`config.mk`:
```
export PLATFORM = sky130hd
export DESIGN_NAME = selection_entry
export DESIGN_NICKNAME = d
export VERILOG_FILES = /design/src/rtl/vend_pkg.sv /design/src/rtl/key_debounce.sv /design/src/rtl/selection_entry.sv
export SDC_FILE = /design/constraint.sdc
export NUM_CORES = 1
export LEC_CHECK = 0
export CAP_MARGIN = 20
export CORE_AREA = 4 4 62 120
export CTS_CLUSTER_DIAMETER = 100
export DETAILED_ROUTE_END_ITERATION = 7
export DIE_AREA = 0 0 66 124
export DONT_BUFFER_PORTS = 1
export GPL_TIMING_DRIVEN = 0
export HOLD_SLACK_MARGIN = 0.15
export PLACE_DENSITY = 0.71
export SYNTH_ARGS = -nofsm -noshare
export SYNTH_HDL_FRONTEND = slang
export SYNTH_SLANG_ARGS = --single-unit
```
`constraint.sdc`:
```
create_clock -name clk -period 2.1 [get_ports clk]
set_input_delay 0.42 -clock clk [delete_from_list [all_inputs] [get_ports clk]]
set_output_delay 0.42 -clock clk [all_outputs]
set_load 0.01 [all_outputs]
```
`src/rtl/vend_pkg.sv`:
```
// ----------------------------------------------------------------------------
// vend_pkg
// Shared definitions for the vending selection-entry path.
//   - Keypad scanner codes (ASCII-style) for digits, '*', '#' and "no key".
//   - Entry FSM state encoding.
//   - Display blank code and small decode / conversion helpers.
// ----------------------------------------------------------------------------
package vend_pkg;

    localparam logic [7:0] KEY_NONE = 8'h00;
    localparam logic [7:0] KEY_STAR = 8'h2A;
    localparam logic [7:0] KEY_HASH = 8'h23;
    localparam logic [7:0] KEY_DIG0 = 8'h30;

    localparam logic [3:0] BCD_BLANK = 4'hF;

    typedef enum logic [1:0] {
        StIdle = 2'd0,
        StOne  = 2'd1,
        StTwo  = 2'd2,
        StPend = 2'd3
    } entry_state_e;

    function automatic logic is_digit(input logic [7:0] code);
        return (code >= KEY_DIG0) && (code <= (KEY_DIG0 + 8'd9));
    endfunction

    // Codes the entry logic understands; everything else reads as "no key".
    function automatic logic is_known_key(input logic [7:0] code);
        return is_digit(code) || (code == KEY_STAR) || (code == KEY_HASH);
    endfunction

    // Two BCD digits (each 0..9) to binary 0..99.
    function automatic logic [6:0] bcd2_to_bin(input logic [3:0] hi, input logic [3:0] lo);
        return (7'(hi) * 7'd10) + 7'(lo);
    endfunction

endpackage

```
`src/rtl/key_debounce.sv`:
```
// ----------------------------------------------------------------------------
// key_debounce
// Turns the raw keypad scanner code into one event per physical press.
// A code must be sampled identically for DEBOUNCE consecutive cycles to be
// accepted; a press is only re-armed after "no key" has been stable for the
// same number of cycles, so sliding from one key to another gives no event.
//
// Ports:
//   clk      in   system clock, rising edge
//   reset    in   synchronous active-high reset
//   kp_code  in   [7:0] scanner code
//   key_evt  out  one-cycle pulse, cycle after the DEBOUNCE-th matching sample
//   key_val  out  [7:0] accepted key code, unknown codes mapped to KEY_NONE
// ----------------------------------------------------------------------------
module key_debounce
    import vend_pkg::*;
#(
    parameter int unsigned DEBOUNCE = 16
) (
    input  logic       clk,
    input  logic       reset,
    input  logic [7:0] kp_code,
    output logic       key_evt,
    output logic [7:0] key_val
);

    localparam int unsigned CNT_W = (DEBOUNCE > 2) ? $clog2(DEBOUNCE) : 1;
    // r_cnt holds (matching samples - 1), so it saturates at DEBOUNCE-1.
    localparam logic [CNT_W-1:0] CNT_LAST = CNT_W'(DEBOUNCE - 1);
    localparam logic [CNT_W-1:0] CNT_PRE  = CNT_W'(DEBOUNCE - 2);

    logic [7:0]       r_cand;
    logic [CNT_W-1:0] r_cnt;
    logic             r_pressed;
    logic             r_evt;
    logic [7:0]       r_val;

    logic [7:0]       w_code;
    logic             w_same;
    logic             w_stable_now;

    assign w_code       = is_known_key(kp_code) ? kp_code : KEY_NONE;
    assign w_same       = (w_code == r_cand);
    // This sample is the DEBOUNCE-th identical one in a row.
    assign w_stable_now = w_same && (r_cnt == CNT_PRE);

    always_ff @(posedge clk) begin
        if (reset) begin
            r_cand    <= KEY_NONE;
            r_cnt     <= '0;
            r_pressed <= 1'b0;
            r_evt     <= 1'b0;
            r_val     <= KEY_NONE;
        end else begin
            r_evt <= 1'b0;
            if (!w_same) begin
                r_cand <= w_code;
                r_cnt  <= '0;
            end else if (r_cnt != CNT_LAST) begin
                r_cnt <= r_cnt + CNT_W'(1);
            end

            if (w_stable_now) begin
                if (!r_pressed && (w_code != KEY_NONE)) begin
                    r_evt     <= 1'b1;
                    r_val     <= w_code;
                    r_pressed <= 1'b1;
                end else if (r_pressed && (w_code == KEY_NONE)) begin
                    r_pressed <= 1'b0;
                end
            end
        end
    end

    assign key_evt = r_evt;
    assign key_val = r_val;

endmodule

```
`src/rtl/selection_entry.sv`:
```
// ----------------------------------------------------------------------------
// selection_entry
// Assembles a 1-2 digit product selection from debounced keypad events and
// hands it to the vending controller over a valid/ready handshake.
//   digits fill disp_hi then disp_lo, '*' clears, '#' submits.
//   A partial entry idle for TIMEOUT cycles is discarded.
//
// Ports:
//   clk        in   system clock, rising edge
//   reset      in   synchronous active-high reset
//   kp_code    in   [7:0] keypad scanner code
//   sel_ready  in   controller accepts the selection
//   sel_valid  out  selection available, held until accepted
//   sel_code   out  [6:0] binary selection 0..99, stable while sel_valid
//   digit_cnt  out  [1:0] digits entered (0..2)
//   disp_hi    out  [3:0] first digit (BCD), 4'hF when blank
//   disp_lo    out  [3:0] second digit (BCD), 4'hF when blank
//   entry_err  out  one-cycle pulse on an illegal key
// ----------------------------------------------------------------------------
module selection_entry
    import vend_pkg::*;
#(
    parameter int unsigned DEBOUNCE = 16,
    parameter int unsigned TIMEOUT  = 50_000_000
) (
    input  logic       clk,
    input  logic       reset,
    input  logic [7:0] kp_code,
    input  logic       sel_ready,
    output logic       sel_valid,
    output logic [6:0] sel_code,
    output logic [1:0] digit_cnt,
    output logic [3:0] disp_hi,
    output logic [3:0] disp_lo,
    output logic       entry_err
);

    localparam int unsigned IDLE_W = (TIMEOUT > 2) ? $clog2(TIMEOUT) : 1;
    localparam logic [IDLE_W-1:0] IDLE_LAST = IDLE_W'(TIMEOUT - 1);

    logic             w_key_evt;
    logic [7:0]       w_key_val;
    logic             w_is_digit;
    logic [3:0]       w_digit;

    entry_state_e     r_state,     w_state_nxt;
    logic [6:0]       r_sel_code,  w_sel_code_nxt;
    logic [1:0]       r_digit_cnt, w_digit_cnt_nxt;
    logic [3:0]       r_disp_hi,   w_disp_hi_nxt;
    logic [3:0]       r_disp_lo,   w_disp_lo_nxt;
    logic             r_entry_err, w_entry_err_nxt;
    logic             r_sel_valid, w_sel_valid_nxt;
    logic [IDLE_W-1:0] r_idle,     w_idle_nxt;

    key_debounce #(
        .DEBOUNCE (DEBOUNCE)
    ) u_key_debounce (
        .clk     (clk),
        .reset   (reset),
        .kp_code (kp_code),
        .key_evt (w_key_evt),
        .key_val (w_key_val)
    );

    assign w_is_digit = is_digit(w_key_val);
    assign w_digit    = w_key_val[3:0];

    always_comb begin
        w_state_nxt     = r_state;
        w_sel_code_nxt  = r_sel_code;
        w_digit_cnt_nxt = r_digit_cnt;
        w_disp_hi_nxt   = r_disp_hi;
        w_disp_lo_nxt   = r_disp_lo;
        w_entry_err_nxt = 1'b0;
        w_idle_nxt      = r_idle;

        unique case (r_state)
            StIdle: begin
                w_idle_nxt = '0;
                if (w_key_evt) begin
                    if (w_is_digit) begin
                        w_disp_hi_nxt   = w_digit;
                        w_digit_cnt_nxt = 2'd1;
                        w_state_nxt     = StOne;
                    end else if (w_key_val == KEY_HASH) begin
                        w_entry_err_nxt = 1'b1;
                    end
                end
            end

            StOne, StTwo: begin
                if (w_key_evt) begin
                    // Any key restarts the idle window, and beats a coincident timeout.
                    w_idle_nxt = '0;
                    if (w_is_digit) begin
                        if (r_state == StOne) begin
                            w_disp_lo_nxt   = w_digit;
                            w_digit_cnt_nxt = 2'd2;
                            w_state_nxt     = StTwo;
                        end else begin
                            w_entry_err_nxt = 1'b1;
                        end
                    end else if (w_key_val == KEY_HASH) begin
                        w_sel_code_nxt = (r_state == StOne) ? 7'(r_disp_hi)
                                                            : bcd2_to_bin(r_disp_hi, r_disp_lo);
                        w_state_nxt    = StPend;
                    end else begin
                        w_disp_hi_nxt   = BCD_BLANK;
                        w_disp_lo_nxt   = BCD_BLANK;
                        w_digit_cnt_nxt = 2'd0;
                        w_state_nxt     = StIdle;
                    end
                end else if (r_idle == IDLE_LAST) begin
                    w_idle_nxt      = '0;
                    w_disp_hi_nxt   = BCD_BLANK;
                    w_disp_lo_nxt   = BCD_BLANK;
                    w_digit_cnt_nxt = 2'd0;
                    w_state_nxt     = StIdle;
                end else begin
                    w_idle_nxt = r_idle + IDLE_W'(1);
                end
            end

            StPend: begin
                // Keys are dropped here; displays hold until the controller accepts.
                w_idle_nxt = '0;
                if (sel_ready) begin
                    w_disp_hi_nxt   = BCD_BLANK;
                    w_disp_lo_nxt   = BCD_BLANK;
                    w_digit_cnt_nxt = 2'd0;
                    w_state_nxt     = StIdle;
                end
            end
        endcase

        w_sel_valid_nxt = (w_state_nxt == StPend);
    end

    always_ff @(posedge clk) begin
        if (reset) begin
            r_state     <= StIdle;
            r_sel_code  <= '0;
            r_digit_cnt <= 2'd0;
            r_disp_hi   <= BCD_BLANK;
            r_disp_lo   <= BCD_BLANK;
            r_entry_err <= 1'b0;
            r_sel_valid <= 1'b0;
            r_idle      <= '0;
        end else begin
            r_state     <= w_state_nxt;
            r_sel_code  <= w_sel_code_nxt;
            r_digit_cnt <= w_digit_cnt_nxt;
            r_disp_hi   <= w_disp_hi_nxt;
            r_disp_lo   <= w_disp_lo_nxt;
            r_entry_err <= w_entry_err_nxt;
            r_sel_valid <= w_sel_valid_nxt;
            r_idle      <= w_idle_nxt;
        end
    end

    assign sel_valid = r_sel_valid;
    assign sel_code  = r_sel_code;
    assign digit_cnt = r_digit_cnt;
    assign disp_hi   = r_disp_hi;
    assign disp_lo   = r_disp_lo;
    assign entry_err = r_entry_err;

endmodule
```
==> out/qor.txt <==
Setup TNS: -453 ps
Grt peak-use layer: met2
Post-DP HPWL: 5.37 mm
Die Span Y: 124 um
Post-Place Setup Slack: -356 ps
CTS tree: yes
Post-synth EDFFs: 0
GR Util met1: 19.3%
Fraction of layout cells with a size suffix above 1: 15.2%
Grt ovf: 0
Synth cell types: 55
Die W: 66 um
Area of the multi-input gates: 2080 sq um
Avg Synthesized Cell Area: 8.91 sq um
Endpoints failing hold: 0
Seq/Total Area, Yosys: 39.7%
Critical path startpoint category: flop
Finish-stage setup viols: 15
Synthesized instance count: 390
Power Total: 2990 uW
Asr flop ratio synth: 0%
Fin area: 4040 sq um
Inserted Clock Buffers: 9
Port-buffer cells: 0
Clk_skew: 4.07 ps
Status: complete, but fails checks
Ant. Diodes: 0
Post-synth top flop: dfxtp_1
Crit path kind: reg -> reg
Routed Antenna Nets: 0
Post-Synthesis Cell Area: 3480 sq um
Vias in the first global route: 2725
Vias: 2773
Total track usage: 19.6%
Die area: 8180 sq um
CTS max path bufs: 2
Clock-pin slew on the worst setup and hold paths: 50 ps
Total Routed Length: 7.35 mm
Critical Path RT: 2360 ps
Non-filler cells, final: 495
Fin worst setup slack: -91.7 ps
Reg area: 1390 sq um
IO Count: 30
Max_cap viols: 0
First-pass GRT wire length: 12.3 mm
RSZ-0062 raised after global routing: true
Pwr/cell area: 740 nW/um^2
RePlAce Congestion: 0.835
Clk Latency, worst-skew pair: 330 ps
WL/cell: 14.8 um
Critical path arrival: 2450 ps
Number of core rows: 42
Vias per Instance: 5.60
Met2 Track Usage GR: 36.7%
Post-route clock period utilization: 104%
Max-slew violation count: 0
Period minus WS final: 2190 ps
Root buf cell: clkbuf_16
Clock sink count: 69
DR DRC count: 0
Antenna violations before repair: 0
Leakage: 0.00149 uW
Critical path capture point type: flop
Yosys reg bits: 69
DR iter-0 viols: 133
Hold crit path type: in -> reg
Nets: 431
Fmax achieved: 0.456 GHz
H-Tree Depth: 3
Largest net degree at the start of global routing: 12
Initial Util: 52.9%
Area Growth Syn to Fin: 16.2%
Failing checks: setup timing
Dpl cells: 479
Crit-path max FO: 5
Warnings from Yosys: 0
DP Area: 3590 sq um
Worst slew pin tran: 529 ps
Pre-antenna DRT Iters: 5
VDD IR max: 0.521 mV
Fill cells: 554
Max-Slew Margin vs Limit: 64.5%
Core area: 6570 sq um
Met3 Use GR: 5.69%
Yosys cell counts, types with 3 or more instances:
cell,number,area [sq um]
dfxtp_1,69,1380
nor2_1,61,229
nand2_1,23,86.3
xor2_1,21,184
nand3_1,19,95.1
inv_1,17,63.8
mux2i_1,16,160
ha_1,15,188
a21oi_1,10,50.1
nor3b_1,10,75.1
xnor2_1,9,78.8
and3_1,8,50.1
nand4_1,8,50.1
nor2b_1,8,50.1
nor3_1,8,40.0
buf_2,7,35.0
o21ai_0,7,35.0
clkbuf_1,6,22.5
and2_1,5,31.3
nand3b_1,5,37.5
mux2_2,4,45.0
o22ai_1,4,25.0
a211oi_1,3,22.5
a311o_1,3,30.0
nand2b_1,3,18.8
or2_2,3,18.8
per-layer routing:
layer,share of wire (%),vias to the layer above
met1,38,1327
met3,4.1,14
li1,-,1383
met2,56,49
met5,0,-
met4,2.4,0
worst max-delay path: stages (launching register included):
cell     delay (ps)
dfxtp_2         330
or4_4           550
nor4_4          320
a311o_2         300
o21ai_4          90
nor3b_4         190
buf_6           160
mux2i_1         170
path summary, 6_finish.rpt:
kind | slack [ps] | from | cells after the start | endpoint
worst max-delay path | -90 | r_idle[9] | 7 | disp_lo[3]
worst min-delay path | 330 | reset | 2 | u_key_debounce.r_cand[0]
worst max register to register | -90 | r_idle[9] | 7 | disp_lo[3]
worst min register to register | 480 | u_key_debounce.r_pressed | 2 | u_key_debounce.r_pressed
stage by stage:
stage | hold WS, ps | util [%]
2_1_floorplan | 442 | -
3_3_place_gp | 463 | 54.7
3_5_place_dp | 472 | 54.7
4_1_cts | 326 | 60.6
5_1_grt | 333 | 61.5
6_report | 330 | 61.5
kinds of logic (layout without fill, tap and decap cells):
family                     after synthesis  after routing  share of synthesized area, %
muxes                                   20             20                          5.90
and+or+nand+nor                        178            178                          27.1
xor gates and xnor gates                30             30                          7.56
other                                    1              2                         0.108
adders and majority gates               17             17                          6.55
DFF                                     69             69                          39.7
buffers and inverters                   31             47                          3.71
AOI/OAI and AO/OA                       44             44                          9.32
power breakdown:
| part | total [uW] | switching, uW | internal (uW) |
|---|---|---|---|
| Clock | 1590 | 534 | 1060 |
| Sequential | 1320 | 2.12 | 1310 |
| Combinational | 81.4 | 52.3 | 29.2 |
| Total | 2990 | 589 | 2400 |
registers in the layout (all words and copies together), names as in the netlist:
| name | cells |
|---|---|
| r_idle | 26 |
| u_key_debounce.key_val | 8 |
| u_key_debounce.r_cand | 8 |
| sel_code | 7 |
| disp_hi | 4 |
| disp_lo | 4 |
| u_key_debounce.r_cnt | 4 |
| digit_cnt | 2 |
| r_state | 2 |
| entry_err | 1 |
| sel_valid | 1 |
| u_key_debounce.key_evt | 1 |
| u_key_debounce.r_pressed | 1 |
cell usage in the layout, fill, tap and decap left out, drive strengths merged, types with 4 or more instances in the layout:
cell type and count:
and3 9, o22ai 4, nand2 23, dfxtp 69, clkbuf 16, buf 9, and2 5, xor2 21
inv 17, o21ai 8, mux2i 16, nor3b 12, nand4 8, nor3 8, nand3b 5, xnor2 9
nor2 62, mux2 4, ha 15, nand3 20, nor2b 8, a311o 4, a21oi 10
final cells by class:
cell class | count | share of cell area [%]
Multi-Input combinational cell | 291 | 51.4
Sequential cell | 69 | 34.3
Clock buffer | 10 | 5.92
Tap cell | 88 | 2.73
Clock inverter | 5 | 1.86
Buffer | 13 | 1.70
Inverter | 17 | 1.58
Timing Repair Buffer | 2 | 0.465
timing repair:
action	4_1_cts	5_1_grt
setup endpoints to repair	36	45
buffers inserted	1	1
gates resized for setup	15	12
pin swaps	5	5
hold buffers	0	0
Note: power is estimated with default switching activity, not from simulation.
